`config.mk`:
```
export PLATFORM = sky130hd
export DESIGN_NAME = uart_cmd_decoder
export DESIGN_NICKNAME = d
export VERILOG_FILES = /design/src/rtl/uart_cmd_decoder.sv
export SDC_FILE = /design/constraint.sdc
export NUM_CORES = 1
export LEC_CHECK = 0
export CAP_MARGIN = 30
export CORE_ASPECT_RATIO = 1.2
export CORE_MARGIN = 4
export CORE_UTILIZATION = 55
export DETAILED_ROUTE_END_ITERATION = 7
export GPL_ROUTABILITY_DRIVEN = 0
export GPL_TIMING_DRIVEN = 0
export PLACE_DENSITY = 0.86
export SYNTH_ARGS = -nofsm -noshare
export SYNTH_HDL_FRONTEND = slang
export SYNTH_SLANG_ARGS = --single-unit
export TNS_END_PERCENT = 50
```
`constraint.sdc`:
```
create_clock -name clk -period 6.75 [get_ports clk]
set_input_delay 1.35 -clock clk [delete_from_list [all_inputs] [get_ports clk]]
set_output_delay 1.35 -clock clk [all_outputs]
set_load 0.05 [all_outputs]
```
`src/rtl/uart_cmd_decoder.sv`:
```
// Command decoder for a UART-fed acquisition controller.
// It takes an assembled 32-bit frame (opcode + 24-bit argument), updates the
// capture configuration and returns a byte-wise response to the transmitter.
module uart_cmd_decoder #(
    parameter logic [23:0] DIV_RESET = 24'd1000,
    parameter logic [7:0]  ACK_OK    = 8'hA5
) (
    input  logic        clk,
    input  logic        reset,
    input  logic [31:0] frame_data,
    input  logic        frame_done,
    output logic [7:0]  tx_data,
    output logic        tx_valid,
    input  logic        tx_ready,
    output logic [23:0] sample_div,
    output logic [7:0]  trig_level,
    output logic [1:0]  trig_mode,
    output logic        trig_edge,
    output logic        run,
    output logic        cmd_err,
    output logic [7:0]  err_count
);

    localparam int unsigned OP_W  = 8;
    localparam int unsigned ARG_W = 24;
    localparam int unsigned CNT_W = 2;

    localparam logic [OP_W-1:0] OP_DIV   = 8'h01;
    localparam logic [OP_W-1:0] OP_LEVEL = 8'h02;
    localparam logic [OP_W-1:0] OP_TRIG  = 8'h03;
    localparam logic [OP_W-1:0] OP_RUN   = 8'h04;
    localparam logic [OP_W-1:0] OP_QUERY = 8'h05;

    typedef enum logic [1:0] {
        IDLE = 2'd0,
        EXEC = 2'd1,
        RESP = 2'd2,
        ACK  = 2'd3
    } state_t;

    state_t             state, state_nxt;
    logic               done_prev;
    logic [OP_W-1:0]    op, op_nxt;
    logic [ARG_W-1:0]   arg, arg_nxt;
    logic [ARG_W-1:0]   resp_shift, resp_shift_nxt;
    logic [CNT_W-1:0]   bytes_left, bytes_left_nxt;
    logic [7:0]         tx_data_nxt;
    logic               tx_valid_nxt;
    logic [23:0]        sample_div_nxt;
    logic [7:0]         trig_level_nxt;
    logic [1:0]         trig_mode_nxt;
    logic               trig_edge_nxt;
    logic               run_nxt;
    logic               err_pulse;
    logic [7:0]         err_count_nxt;
    logic               illegal;
    logic               frame_start;
    logic               xfer;
    logic [ARG_W-1:0]   query_val;

    assign frame_start = frame_done & ~done_prev;
    assign xfer        = tx_valid & tx_ready;

    // Value selected by a query frame, taken from the current configuration
    always_comb begin
        case (arg[1:0])
            2'd0:    query_val = sample_div;
            2'd1:    query_val = {16'h0000, trig_level};
            2'd2:    query_val = {21'h000000, trig_edge, trig_mode};
            default: query_val = {23'h000000, run};
        endcase
    end

    // Next-state, configuration update and response sequencing
    always_comb begin
        state_nxt      = state;
        op_nxt         = op;
        arg_nxt        = arg;
        resp_shift_nxt = resp_shift;
        bytes_left_nxt = bytes_left;
        tx_data_nxt    = tx_data;
        tx_valid_nxt   = tx_valid;
        sample_div_nxt = sample_div;
        trig_level_nxt = trig_level;
        trig_mode_nxt  = trig_mode;
        trig_edge_nxt  = trig_edge;
        run_nxt        = run;
        err_pulse      = 1'b0;
        illegal        = 1'b0;

        case (state)
            IDLE: begin
                if (frame_start) begin
                    op_nxt    = frame_data[31:24];
                    arg_nxt   = frame_data[23:0];
                    state_nxt = EXEC;
                end
            end
            EXEC: begin
                tx_valid_nxt = 1'b1;
                tx_data_nxt  = ACK_OK;
                state_nxt    = ACK;
                case (op)
                    OP_DIV: begin
                        if (arg == '0) illegal = 1'b1;
                        else           sample_div_nxt = arg;
                    end
                    OP_LEVEL: trig_level_nxt = arg[7:0];
                    OP_TRIG: begin
                        if (arg[1:0] == 2'd3) begin
                            illegal = 1'b1;
                        end else begin
                            trig_mode_nxt = arg[1:0];
                            trig_edge_nxt = arg[8];
                        end
                    end
                    OP_RUN: run_nxt = arg[0];
                    OP_QUERY: begin
                        tx_data_nxt    = query_val[23:16];
                        resp_shift_nxt = {query_val[15:0], 8'h00};
                        bytes_left_nxt = CNT_W'(2);
                        state_nxt      = RESP;
                    end
                    default: illegal = 1'b1;
                endcase
                if (illegal) begin
                    tx_data_nxt = {4'hE, op[3:0]};
                    err_pulse   = 1'b1;
                end
            end
            RESP: begin
                if (xfer) begin
                    if (bytes_left != '0) begin
                        tx_data_nxt    = resp_shift[23:16];
                        resp_shift_nxt = {resp_shift[15:0], 8'h00};
                        bytes_left_nxt = bytes_left - CNT_W'(1);
                    end else begin
                        tx_data_nxt = ACK_OK;
                        state_nxt   = ACK;
                    end
                end
            end
            ACK: begin
                if (xfer) begin
                    tx_valid_nxt = 1'b0;
                    state_nxt    = IDLE;
                end
            end
            default: state_nxt = IDLE;
        endcase

        // A frame arriving while busy is dropped; merges with a reject pulse
        if (frame_start && (state != IDLE)) err_pulse = 1'b1;

        err_count_nxt = (err_pulse && (err_count != 8'hFF)) ? err_count + 8'd1 : err_count;
    end

    // State and output registers with synchronous reset
    always_ff @(posedge clk) begin
        if (reset) begin
            state      <= IDLE;
            done_prev  <= 1'b0;
            op         <= '0;
            arg        <= '0;
            resp_shift <= '0;
            bytes_left <= '0;
            tx_data    <= '0;
            tx_valid   <= 1'b0;
            sample_div <= DIV_RESET;
            trig_level <= 8'h80;
            trig_mode  <= 2'd0;
            trig_edge  <= 1'b0;
            run        <= 1'b0;
            cmd_err    <= 1'b0;
            err_count  <= '0;
        end else begin
            state      <= state_nxt;
            done_prev  <= frame_done;
            op         <= op_nxt;
            arg        <= arg_nxt;
            resp_shift <= resp_shift_nxt;
            bytes_left <= bytes_left_nxt;
            tx_data    <= tx_data_nxt;
            tx_valid   <= tx_valid_nxt;
            sample_div <= sample_div_nxt;
            trig_level <= trig_level_nxt;
            trig_mode  <= trig_mode_nxt;
            trig_edge  <= trig_edge_nxt;
            run        <= run_nxt;
            cmd_err    <= err_pulse;
            err_count  <= err_count_nxt;
        end
    end

endmodule

```
# Word level (Yosys, flattened, before mapping)
# Index checks and enable logic that the tools add are counted.
[word_totals] input_bits=36 elab_cells=88 register_bits=115 out_inout_bits=54
[op_classes] n_bitwise=5 reduce_logical=19 mux=29 n_eq_ne=18 add_sub_neg=2
[op_table] cell="$mux W24" count=3
[op_table] cell="$pmux W24 S3" count=1
[op_table] cell="$pmux W24 S2" count=1
[op_table] cell="$mux W8" count=4
[op_table] cell="$logic_not A24 Y1" count=1
[op_table] cell="$eq A8 B2 Y1 const B" count=2
[op_table] cell="$eq A8 B3 Y1 const B" count=2
[op_table] cell="$pmux W8 S2" count=1
[op_table] cell="$mux W2" count=7
[op_table] cell="$ne A2 B2 Y1 const B" count=5
[op_table] cell="$reduce_and A2 Y1" count=5
[op_table] cell="$add A8 B1 Y8 const B" count=1
[op_table] cell="$eq A2 B2 Y1 const B" count=4
[op_table] cell="$eq A8 B1 Y1 const B" count=1
[op_table] cell="$mux W1" count=8
[op_table] cell="$ne A8 B8 Y1 const B" count=1
[op_table] cell="$pmux W2 S4" count=1
[op_table] cell="$reduce_and A4 Y1" count=2
[op_table] cell="$reduce_bool A2 Y1" count=4
[op_table] cell="$reduce_and A3 Y1" count=2
[op_table] cell="$eq A2 B1 Y1 const B" count=2
[op_table] cell="$logic_not A2 Y1" count=2
[op_table] cell="$pmux W2 S2" count=1
[op_table] cell="$not A1 Y1" count=3
[op_table] cell="7 further kinds" count=9

# Longest topological paths before layout
# Gate-level depths: netlist of the first run.
[logic_depth] word_depth=8 mapped_depth=9

# Worst setup path after synthesis of the first run
# OpenSTA, ideal clock, no wires.
[synth_path] path_type="input to register" from="input frame_done" to="register err_count[5]" path_buffers=0 path_stages=6 setup_slack_ns=3.949 required_ns=6.680 arrival_time_ns=2.731 path_cell_list="nor3b_1 -> nor2_1 -> a41oi_1 -> nand2_4 -> or4_1 -> a21oi_1"
[synth_via] elab_chain_len=4
[synth_lines] element="start, declared" line_no="11" source="input logic frame_done,"
[synth_lines] element="$and A1 B1 Y1" line_no="61" source="assign frame_start = frame_done & ~done_prev;"
[synth_lines] element="$logic_and A1 B1 Y1" line_no="153" source="if (frame_start && (state != IDLE)) err_pulse = 1'b1;"
[synth_lines] element="$mux W1" line_no="153"
[synth_lines] element="$logic_and A1 B1 Y1" line_no="155" source="err_count_nxt = (err_pulse && (err_count != 8'hFF)) ? err_count + 8'd1 : err_count;"
[synth_lines] element="end signal, assigned" line_no="191" source="err_count <= err_count_nxt;"
[synth_lines] element="end, declared" line_no="21" source="output logic [7:0] err_count"
# Every way passes these cells.
# A chain may end at the register's enable or synchronous reset.

# Final worst setup path of the first run
[layout_path] from="input reset" to="register trig_level[3]"
[layout_rtl] element="start, declared" line_no="9" source="input logic reset,"
[layout_rtl] element="end signal, assigned" line_no="186" source="trig_level <= trig_level_nxt;"
[layout_rtl] element="end, declared" line_no="16" source="output logic [7:0] trig_level,"
# No word-level cell between the ends.

==> results of run 1 <==
-- Yosys cell counts (5+ instances only) --
cell | n | area, µm²
nand2_1 | 82 | 308
ha_1 | 6 | 75.1
o2bb2ai_1 | 5 | 43.8
nor3_1 | 16 | 80.1
nor2b_1 | 14 | 87.6
a21oi_1 | 52 | 260
nor2_1 | 76 | 285
nand3_1 | 7 | 35.0
clkbuf_1 | 26 | 97.6
buf_2 | 5 | 25.0
mux2i_1 | 37 | 370
o21ai_0 | 10 | 50.1
a211o_1 | 7 | 61.3
dfxtp_1 | 107 | 2140
a211oi_1 | 12 | 90.1
inv_1 | 8 | 30.0
-- state kept, by name (all words and copies together), names as in the netlist --
| register | cells |
|---|---|
| trig_edge | 1 |
| resp_shift | 16 |
| state | 2 |
| cmd_err | 1 |
| tx_valid | 1 |
| tx_data | 8 |
| op | 8 |
| trig_level | 8 |
| done_prev | 1 |
| err_count | 8 |
| sample_div | 24 |
| arg | 24 |
| bytes_left | 2 |
| trig_mode | 2 |
| run | 1 |
-- cells by family after synthesis --
logic type                 Yosys count  share of synthesized area (%)
and+or+nand+nor                    227                           23.6
adders and majority gates            6                           1.65
xor gates and xnor gates             3                          0.577
buffers and inverters               41                           3.51
AOI/OAI and AO/OA                  105                           15.0
muxes                               38                           8.62
DFF                                107                           47.0
-- per-layer routing --
| layer | track usage [%] | vias to the layer above | share of wire, % |
|---|---|---|---|
| li1 | - | 2022 | - |
| met1 | 31.1 | 2006 | 38 |
| met2 | 47.4 | 240 | 50 |
| met3 | 4.34 | 52 | 7.6 |
| met4 | 15.5 | 0 | 4.7 |
| met5 | 0 | - | 0 |
-- critical path: cells and delay by family --
kind,cells,cell delay (ps)
AND/OR/NAND/NOR,1,140
buffers and inverters,4,2030
-- area by class of cell --
type,count,area [µm²],share of cell area [%]
multi-input combinational,379,2250,39.1
inverter,8,30.0,0.521
sequential,107,2140,37.2
clock buffer,9,124,2.15
timing repair buffer,89,891,15.5
tap,95,119,2.06
clock inverter,6,72.6,1.26
buffer,33,130,2.26
-- metrics by stage --
stage	hold slack (ps)	setup slack [ps]	total power, µW	utilization [%]
3_5_place_dp	446	3210	1520	68.7
5_1_grt	493	3380	2020	71.1
3_3_place_gp	442	3200	1490	68.7
4_1_cts	468	3540	1910	71.1
6_report	466	3460	1920	71.1
2_1_floorplan	433	3950	1310	-
-- power breakdown --
part	total (µW)	leakage (µW)	switching, µW	internal (µW)
clock	398	0.0000963	225	174
combinational	717	0.00113	465	252
sequential	808	0.000870	83.4	724
total	1920	0.00210	773	1150
-- cells in the final DEF, fill, tap and decap left out, types with 2 or more instances in the layout --
master and n:
nand2b_1 3, nor4_1 2, clkdlybuf4s50_1 89, a211oi_1 12, buf_1 2, buf_2 5, a221oi_1 3, nor4_2 4
nand3_1 7, mux2i_1 37, clkbuf_1 26, or3_1 2, o2bb2ai_1 5, nand2_1 82, a211o_1 7, a21oi_1 52
dfxtp_1 107, a21o_1 4, a31o_2 2, nor2_1 76, ha_1 6, nor2b_1 14, o21ai_0 10, clkinv_4 2
nor3_1 16, nor3b_1 2, nand4b_1 3, a31oi_1 2, clkbuf_8 9, xor2_1 2, inv_1 8, inv_6 2
nand4_1 3
-- worst paths after layout --
| check | startpoint | to | slack (ps) | cells past startpoint |
|---|---|---|---|---|
| hold reg to reg | tx_data[0] | tx_data[0] | 470 | 1 |
| hold / removal | tx_data[0] | tx_data[0] | 470 | 1 |
| setup / recovery | reset | trig_level[3] | 3460 | 5 |
| setup reg to reg | state[1] | resp_shift[21] | 4230 | 9 |
==> key figures, run 1 <==
Detailed routing
  – Routed wire length: 13300 µm
  – Initial drt markers: 396
  – Antenna-violating nets left: 0
  – Per-cell routed wire length: between 15 and 20 µm
  – DRC viols: 0
  – Via count: about 4300
  – Via density: around 6.0
  – Pre-antenna DRT Iters: 5

Critical path
  – Worst path max stage delay: about 520 ps
  – Critical path class: in -> reg
  – Cell repeated most along the worst path: clkbuf_1
  – Crit-path slowest cell: clkbuf_1
  – CP required: between 6000 and 7000 ps
  – CP startpoint kind: input port
  – Critical Path Fanout Max: 10
  – Worst setup EP type: flip-flop
  – Worst EP arrival: 3530 ps
  – Worst-path cell chain: clkdlybuf4s50_1, clkbuf_1, clkbuf_1, clkbuf_1, nor2_1

Yosys
  – Ys flop type: dfxtp_1
  – Number of synthesized flops with an enable pin: 0
  – FFs w/ async S/R, synth: 0%
  – Mapped Area: 0.00456 mm²
  – Distinct cells, synth: 52
  – Syn Area/Cell: 8.65 µm²
  – Mapped Cells: 527
  – FF+latch count, synth: 107
  – Syn Nets: 569
  – Yosys warnings: 0
  – Register area share after synthesis: a little under half

CTS
  – Clk sink count: 107
  – Htree depth: 3
  – # hold bufs at CTS: 0
  – Clock slew at reported path FFs: 100 ps
  – TritonCTS clock tree: built
  – CTS Buf Count: 9
  – CTS resizes: 0
  – Post-CTS setup buffers: 0
  – Clock latency at the later pin of the worst-skew pair: 370 ps
  – Root Driver: clkbuf_8
  – Bufs on Longest Clock Path: 2

Flow run
  – MaxCap Viol Count: 0

Finish
  – Area delta synth->final: 26.5%
  – Fin nets: 669
  – Layout Cells excl Fill: 726
  – Fill cells: 630
  – Final Cell Area: 0.00576 mm²
  – Share of cells above drive strength 1: under 10%
  – Antenna cell count: 0

Timing
  – Slew HR: 49.4%
  – Min Tclk post-route: 3290 ps
  – RSZ-0062 raised after global routing: no
  – Setup_tns: 0 ps
  – Fmax: between 0.3 and 0.4 GHz
  – Clock skew: between 5 and 6 ps
  – # setup viols final: 0
  – Slew Viols, Final: 0
  – Worst Tran Pin Value: 759 ps
  – Fin crit share: between 40% and 50%
  – Final hold vios: 0

Global routing
  – Initial antenna violation count: 0
  – Vias in the first global route: 4170
  – First-pass GRT wire length: 20900 µm
  – Largest net degree at the start of global routing: 19
  – Total Routing Usage GR: 27.0%
  – GR Overflow Total: 0

Worst hold path
  – Worst hold path class: reg -> reg

Floorplan
  – Initial core utilization: 56.2%
  – Die Y: about 110 µm
  – Die X: 91.1 µm
  – Core outline area: 0.00811 mm²
  – Rows: 36
  – I/O pin cnt: 90
  – Die area: 0.00981 mm²

Placed design
  – Dpl hpwl: 9800 µm
  – Port bufs: 89
  – Placed Cells: 711
  – Post-DP Area: between 0.005 and 0.006 mm²

Outcome
  – Status: completed

Pwr
  – Power per cell area: 334 mW/mm²
  – Peak supply drop: roughly 0.00016 V
  – Leak pwr: 0.00210 µW
No activity file was read; power rests on OpenSTA's default activity.
==> run 2: changes to the inputs <==
CORE_UTILIZATION = 46   (was 55)
PLACE_DENSITY = 0.77   (was 0.86)
clock period = 2.8 ns   (was 6.75 ns; I/O delays follow)
==> run 2 against run 1 <==
Effect of this change:
- combinational power is 140% higher
- utilization is 9.9 points lower
- die area is 18% higher
- clock power grew to 3.1 times the previous value
- via count is 2.1% lower
- critical endpoint is now sample_div[0]
- largest cell class unchanged
==> key figures, run 2 (synthesis gave the netlist of run 1 again) <==
Outcome
  – Status: completed

Pwr
  – Sequential power share: 39.8% (-2.2 points)
  – Pwr Total: 4870 µW (+150%)
  – P_int: 2970 µW (+160%)
  – Clk pwr share: 25.1% (+4.4 points)
  – Combinational share of power: 35.1% (-2.2 points)
  – Power per cell area: 828 mW/mm² (+150%)
  – Switching part of the total power: 39.0% (-1.2 points)
  – P_sw: 1900 µW (+150%)
  – Peak supply drop: 0.000374 V (+130%)
  – Leak pwr: 0.00214 µW (+2.0%)

Finish
  – Final Cell Area: 0.00588 mm² (+2.1%)
  – Share of cells above drive strength 1: 6.01% (+0.15 points)
  – Fin nets: 669 (unchanged)
  – Most frequent cells in the layout: 107 x dfxtp_1, 89 x clkdlybuf4s50_1, 82 x nand2_1, 76 x nor2_1, 52 x a21oi_1
  – Commonest non-fill, non-tap cell in the layout: dfxtp_1
  – Antenna cell count: 0 (unchanged)
  – Fill cells: 797 (+27%)
  – Biggest regs: arg (24), sample_div (24), resp_shift (16)
  – Layout Cells excl Fill: 755 (+4.0%)
  – Area delta synth->final: 29.1%

Timing
  – Fin crit share: 94.3%
  – Final hold vios: 0 (unchanged)
  – Clock skew: 8.35 ps (+3.35 ps)
  – RSZ-0062 raised after global routing: no
  – Slew Viols, Final: 0 (unchanged)
  – Fmax: 0.379 GHz
  – Min Tclk post-route: 2640 ps
  – Worst Tran Pin Value: 754 ps (-4.94 ps)
  – Slew HR: 49.5% (+0.14 points)
  – # setup viols final: 0 (unchanged)
  – Setup_tns: 0 ps (unchanged)

CTS
  – # hold bufs at CTS: 0 (unchanged)
  – CTS resizes: 0 (unchanged)
  – Clock latency at the later pin of the worst-skew pair: 350 ps (-20 ps)
  – Root Driver: clkbuf_16
  – Bufs on Longest Clock Path: 2 (unchanged)
  – CTS Buf Count: 9 (unchanged)
  – Post-CTS setup buffers: 0 (unchanged)
  – Htree depth: 3 (unchanged)
  – TritonCTS clock tree: built
  – Clock slew at reported path FFs: 70 ps (-30 ps)
  – Clk sink count: 107 (unchanged)

Detailed routing
  – Antenna-violating nets left: 0 (unchanged)
  – Via density: 5.60 (-5.8%)
  – Pre-antenna DRT Iters: 7 (+2)
  – Per-cell routed wire length: 17.4 µm (-4.8%)
  – DRC viols: 0 (unchanged)
  – Routed wire length: 13200 µm (-0.95%)
  – Initial drt markers: 225 (-43%)
  – Via count: 4231 (-2.1%)

Critical path
  – CP Launch Point: reset
  – Worst setup EP type: flip-flop
  – Worst Setup EP: sample_div[0]
  – Reg2reg start: state[1]
  – Critical path class: in -> reg
  – Critical Path Fanout Max: 10 (unchanged)
  – Critical R2R Capture: resp_shift[22]
  – Worst EP arrival: 2850 ps (-680 ps)
  – CP startpoint kind: input port
  – Reg-to-reg slack, setup: 340 ps (-3890 ps)
  – CP required: 3010 ps (-3980 ps)
  – Reg2reg path depth: 9 (unchanged)

Placed design
  – Post-DP Area: 0.00560 mm² (+0.63%)
  – Dpl hpwl: 9830 µm (+0.31%)
  – Placed Cells: 739 (+3.9%)
  – Port bufs: 89 (unchanged)

Floorplan
  – Core outline area: 0.00961 mm² (+19%)
  – I/O pin cnt: 90 (unchanged)
  – Die area: 0.0116 mm² (+18%)
  – Initial core utilization: 47.4% (-8.8 points)
  – Die Y: 117 µm (+8.7%)
  – Die X: 98.9 µm (+8.5%)
  – Rows: 39 (+8.3%)

Global routing
  – GR Overflow Total: 0 (unchanged)
  – Largest net degree at the start of global routing: 20 (+1)
  – Initial antenna violation count: 0 (unchanged)
  – First-pass GRT wire length: 20700 µm (-1.2%)
  – Vias in the first global route: 4156 (-0.34%)
  – Total Routing Usage GR: 22.7% (-4.3 points)

Worst hold path
  – Worst hold path class: reg -> reg

Flow run
  – MaxCap Viol Count: 0 (unchanged)
[run 2: cell types whose count changed in the layout (fill, tap and decap cells not counted)]
cell / change
clkbuf_16: +9
bufinv_16: -1
clkinv_2: +1
clkinv_4: -2
clkbuf_8: -9
inv_6: +3
[run 2: area by class of cell]
type / instances / area, µm² / share of cell area [%]
Clock buffer: 9 / 225 / 3.83
Multi-Input combinational cell: 379 / 2250 / 38.3
Buffer: 33 / 130 / 2.21
Inverter: 8 / 30.0 / 0.510
Sequential cell: 107 / 2140 / 36.4
Clock inverter: 7 / 56.3 / 0.957
Tap cell: 123 / 154 / 2.62
Timing Repair Buffer: 89 / 891 / 15.1
[run 2: critical path, stage by stage]
cell and delay [ps]:
clkdlybuf4s50_1 530, clkbuf_1 510, clkbuf_1 540, clkbuf_1 580, nor2_1 120
[run 2: worst min path at each step]
stage,start,end,slack (ps),depth (start not counted)
2_1_floorplan,resp_shift[11],resp_shift[11],430,1
3_3_place_gp,tx_data[2],tx_data[2],440,1
3_5_place_dp,resp_shift[13],resp_shift[13],450,1
4_1_cts,arg[10],arg[10],480,2
5_1_grt,resp_shift[14],resp_shift[14],500,1
6_report,tx_data[5],tx_data[5],470,2
[run 2: stage by stage]
step	utilization (%)	setup slack [ps]	hold slack, ps
final	61.2	160	469
after global routing	61.2	113	498
after detailed placement	58.3	-160	454
after global placement	58.3	-122	440
after floorplan	-	668	433
after CTS	61.2	224	478
[run 2: power by group through the flow]
stage                     sequential (µW)  clock (µW)  combinational, µW
after CTS                            1930        1220               1700
after floorplan                      2180           0                968
final                                1940        1230               1710
after detailed placement             1970           0               1700
after global placement               1960           0               1660
after global routing                 1960        1280               1880
[run 2: routing by layer]
layer / up-vias / GRT usage (%) / part of all wire, %
li1: 2034 / - / -
met1: 1998 / 25.8 / 41
met2: 170 / 41.0 / 50
met3: 29 / 5.33 / 6.8
met4: 0 / 9.20 / 2.7
met5: - / 0 / 0
==> run 3: changes to the inputs <==
CORE_ASPECT_RATIO = 0.5   (was 1.2)
CTS_CLUSTER_SIZE = 40   (was default)
==> run 3 against run 2 <==
Effect of this change:
- flip-flop and latch count is the same
- die area grew 0.78%
- sequential share of layout area down 0.36 points
- global-route usage down 0.87 points
- hold slack worse by 8.7 ps
- clock skew barely moved
- clock power increased by 11%
- sequential power hardly changed
- critical path type unchanged
==> key figures, run 3 (synthesis gave the netlist of run 1 again) <==
Outcome
  – Status: completed

Floorplan
  – Die Y: 78.4 µm (-33%)
  – Core outline area: 0.00954 mm² (-0.75%)
  – I/O pin cnt: 90 (unchanged)
  – Die area: 0.0117 mm² (+0.78%)
  – Die X: 149 µm (+50%)
  – Rows: 25 (-36%)
  – Initial core utilization: 47.8% (+0.36 points)

Worst hold path
  – Worst hold path class: reg -> reg
  – Hold Crit Start: tx_data[0]

CTS
  – CTS resizes: 0 (unchanged)
  – TritonCTS clock tree: built
  – Htree depth: 3 (unchanged)
  – Root Driver: clkbuf_16
  – Post-CTS setup buffers: 0 (unchanged)
  – Clock slew at reported path FFs: 70 ps (about the same)
  – Clk sink count: 107 (unchanged)
  – CTS Buf Count: 9 (unchanged)
  – # hold bufs at CTS: 0 (unchanged)
  – Clock latency at the later pin of the worst-skew pair: 350 ps (about the same)
  – Bufs on Longest Clock Path: 2 (unchanged)

Critical path
  – Worst-path cell chain: clkdlybuf4s50_1, clkbuf_1, clkbuf_1, buf_1, nor2_1
  – Worst path max stage delay: 560 ps (-20 ps)
  – Crit-path slowest cell: buf_1
  – CP Launch Point: reset
  – Worst EP arrival: 2810 ps (-40 ps)
  – Cell repeated most along the worst path: clkbuf_1
  – Worst setup EP type: flip-flop
  – CP startpoint kind: input port
  – Worst Path Buf+Inv: 4 (unchanged)
  – CP required: 3010 ps (about the same)
  – Critical Path Fanout Max: 10 (unchanged)
  – Critical path class: in -> reg
  – Reg2reg start: state[0]
  – CP delay by family, top: buffers and inverters

Placed design
  – Port bufs: 89 (unchanged)
  – Place WS: -99.2 ps (+60.6 ps)
  – Dpl hpwl: 9420 µm (-4.1%)

Timing
  – Final Hold Slack: 460 ps (-8.67 ps)
  – RSZ-0062 raised after global routing: no
  – # setup viols final: 0 (unchanged)
  – Final WS setup: 208 ps (+47.2 ps)
  – Min Tclk post-route: 2590 ps (-47.2 ps)
  – Worst Tran Pin Value: 793 ps (+38.5 ps)
  – Final hold vios: 0 (unchanged)
  – Slew Viols, Final: 0 (unchanged)
  – Fmax: 0.386 GHz (+1.8%)
  – Clock skew: 8.19 ps (-0.162 ps)
  – Slew HR: 47.2% (-2.4 points)
  – Fin crit share: 92.6% (-1.7 points)

Finish
  – Final core occ: 62.3% (+1.1 points)
  – Fill cells: 829 (+4.0%)
  – Antenna cell count: 0 (unchanged)
  – Biggest regs: arg (24), sample_div (24), resp_shift (16)
  – Share of cells above drive strength 1: 6.01% (unchanged)
  – Most frequent cells in the layout: 107 x dfxtp_1, 89 x clkdlybuf4s50_1, 82 x nand2_1, 76 x nor2_1, 52 x a21oi_1
  – Commonest non-fill, non-tap cell in the layout: dfxtp_1
  – Fin nets: 669 (unchanged)
  – Area delta synth->final: 30.4%

Global routing
  – First-pass GRT wire length: 19900 µm (-3.6%)
  – Largest net degree at the start of global routing: 18 (-10%)
  – Vias in the first global route: 3872 (-6.8%)
  – Initial antenna violation count: 0 (unchanged)
  – Total Routing Usage GR: 21.8% (-0.87 points)
  – GR Overflow Total: 0 (unchanged)

Detailed routing
  – Routed wire length: 12600 µm (-4.2%)
  – Pre-antenna DRT Iters: 5 (-2)
  – Initial drt markers: 345 (+53%)
  – Per-cell routed wire length: 16.4 µm (-5.7%)
  – DRC viols: 0 (unchanged)
  – Via density: 5.46 (-2.6%)
  – Antenna-violating nets left: 0 (unchanged)
  – Via count: 4185 (-1.1%)

Pwr
  – Power per cell area: 847 mW/mm² (+2.3%)
  – Leak pwr: 0.00216 µW (+0.99%)
  – Peak supply drop: 0.000457 V (+22%)
  – Pwr Total: 5030 µW (+3.3%)

Flow run
  – MaxCap Viol Count: 0 (unchanged)
[run 3: changes by cell type in the layout (fill, tap and decap cells not counted)]
cell,previous run,this run
clkbuf_8,0,1
bufinv_16,0,2
clkinv_2,1,2
inv_6,5,1
[run 3: through the flow]
step / instances / instance area [µm²] / setup TNS [ps]
5_1_grt: 767 / 5940 / 0
6_report: 767 / 5940 / 0
3_5_place_dp: 751 / 5620 / -1640
4_1_cts: 767 / 5940 / 0
2_1_floorplan: 527 / 4560 / 0
3_3_place_gp: 751 / 5620 / -745
[run 3: final timing paths]
check	endpoint	slack, ps	cells past startpoint
setup / recovery	sample_div[10]	210	5
hold / removal	tx_data[0]	460	1
setup reg to reg	resp_shift[21]	320	9
hold reg to reg	tx_data[0]	460	1
[run 3: final cells by class]
class	count	area (µm²)	share of cell area, %
Buffer	33	130	2.19
Clock buffer	10	239	4.02
Tap cell	135	169	2.84
Inverter	8	30.0	0.505
Timing Repair Buffer	89	891	15.0
Multi-Input combinational cell	379	2250	37.9
Sequential cell	107	2140	36.0
Clock inverter	6	86.3	1.45
[run 3: per-layer routing]
metal	vias up	global-route usage, %	wire length, µm
met5	-	0	0
met4	0	5.30	175
met3	19	5.31	1140
met2	161	34.2	5560
met1	1977	30.4	5720
li1	2028	-	-
[run 3: report_power, final]
group          total [µW]  leakage [µW]  switching, µW  internal, µW
clock                1370      0.000159            562           808
combinational        1710       0.00113           1110           606
sequential           1950      0.000870            205          1750
total                5030       0.00216           1870          3160
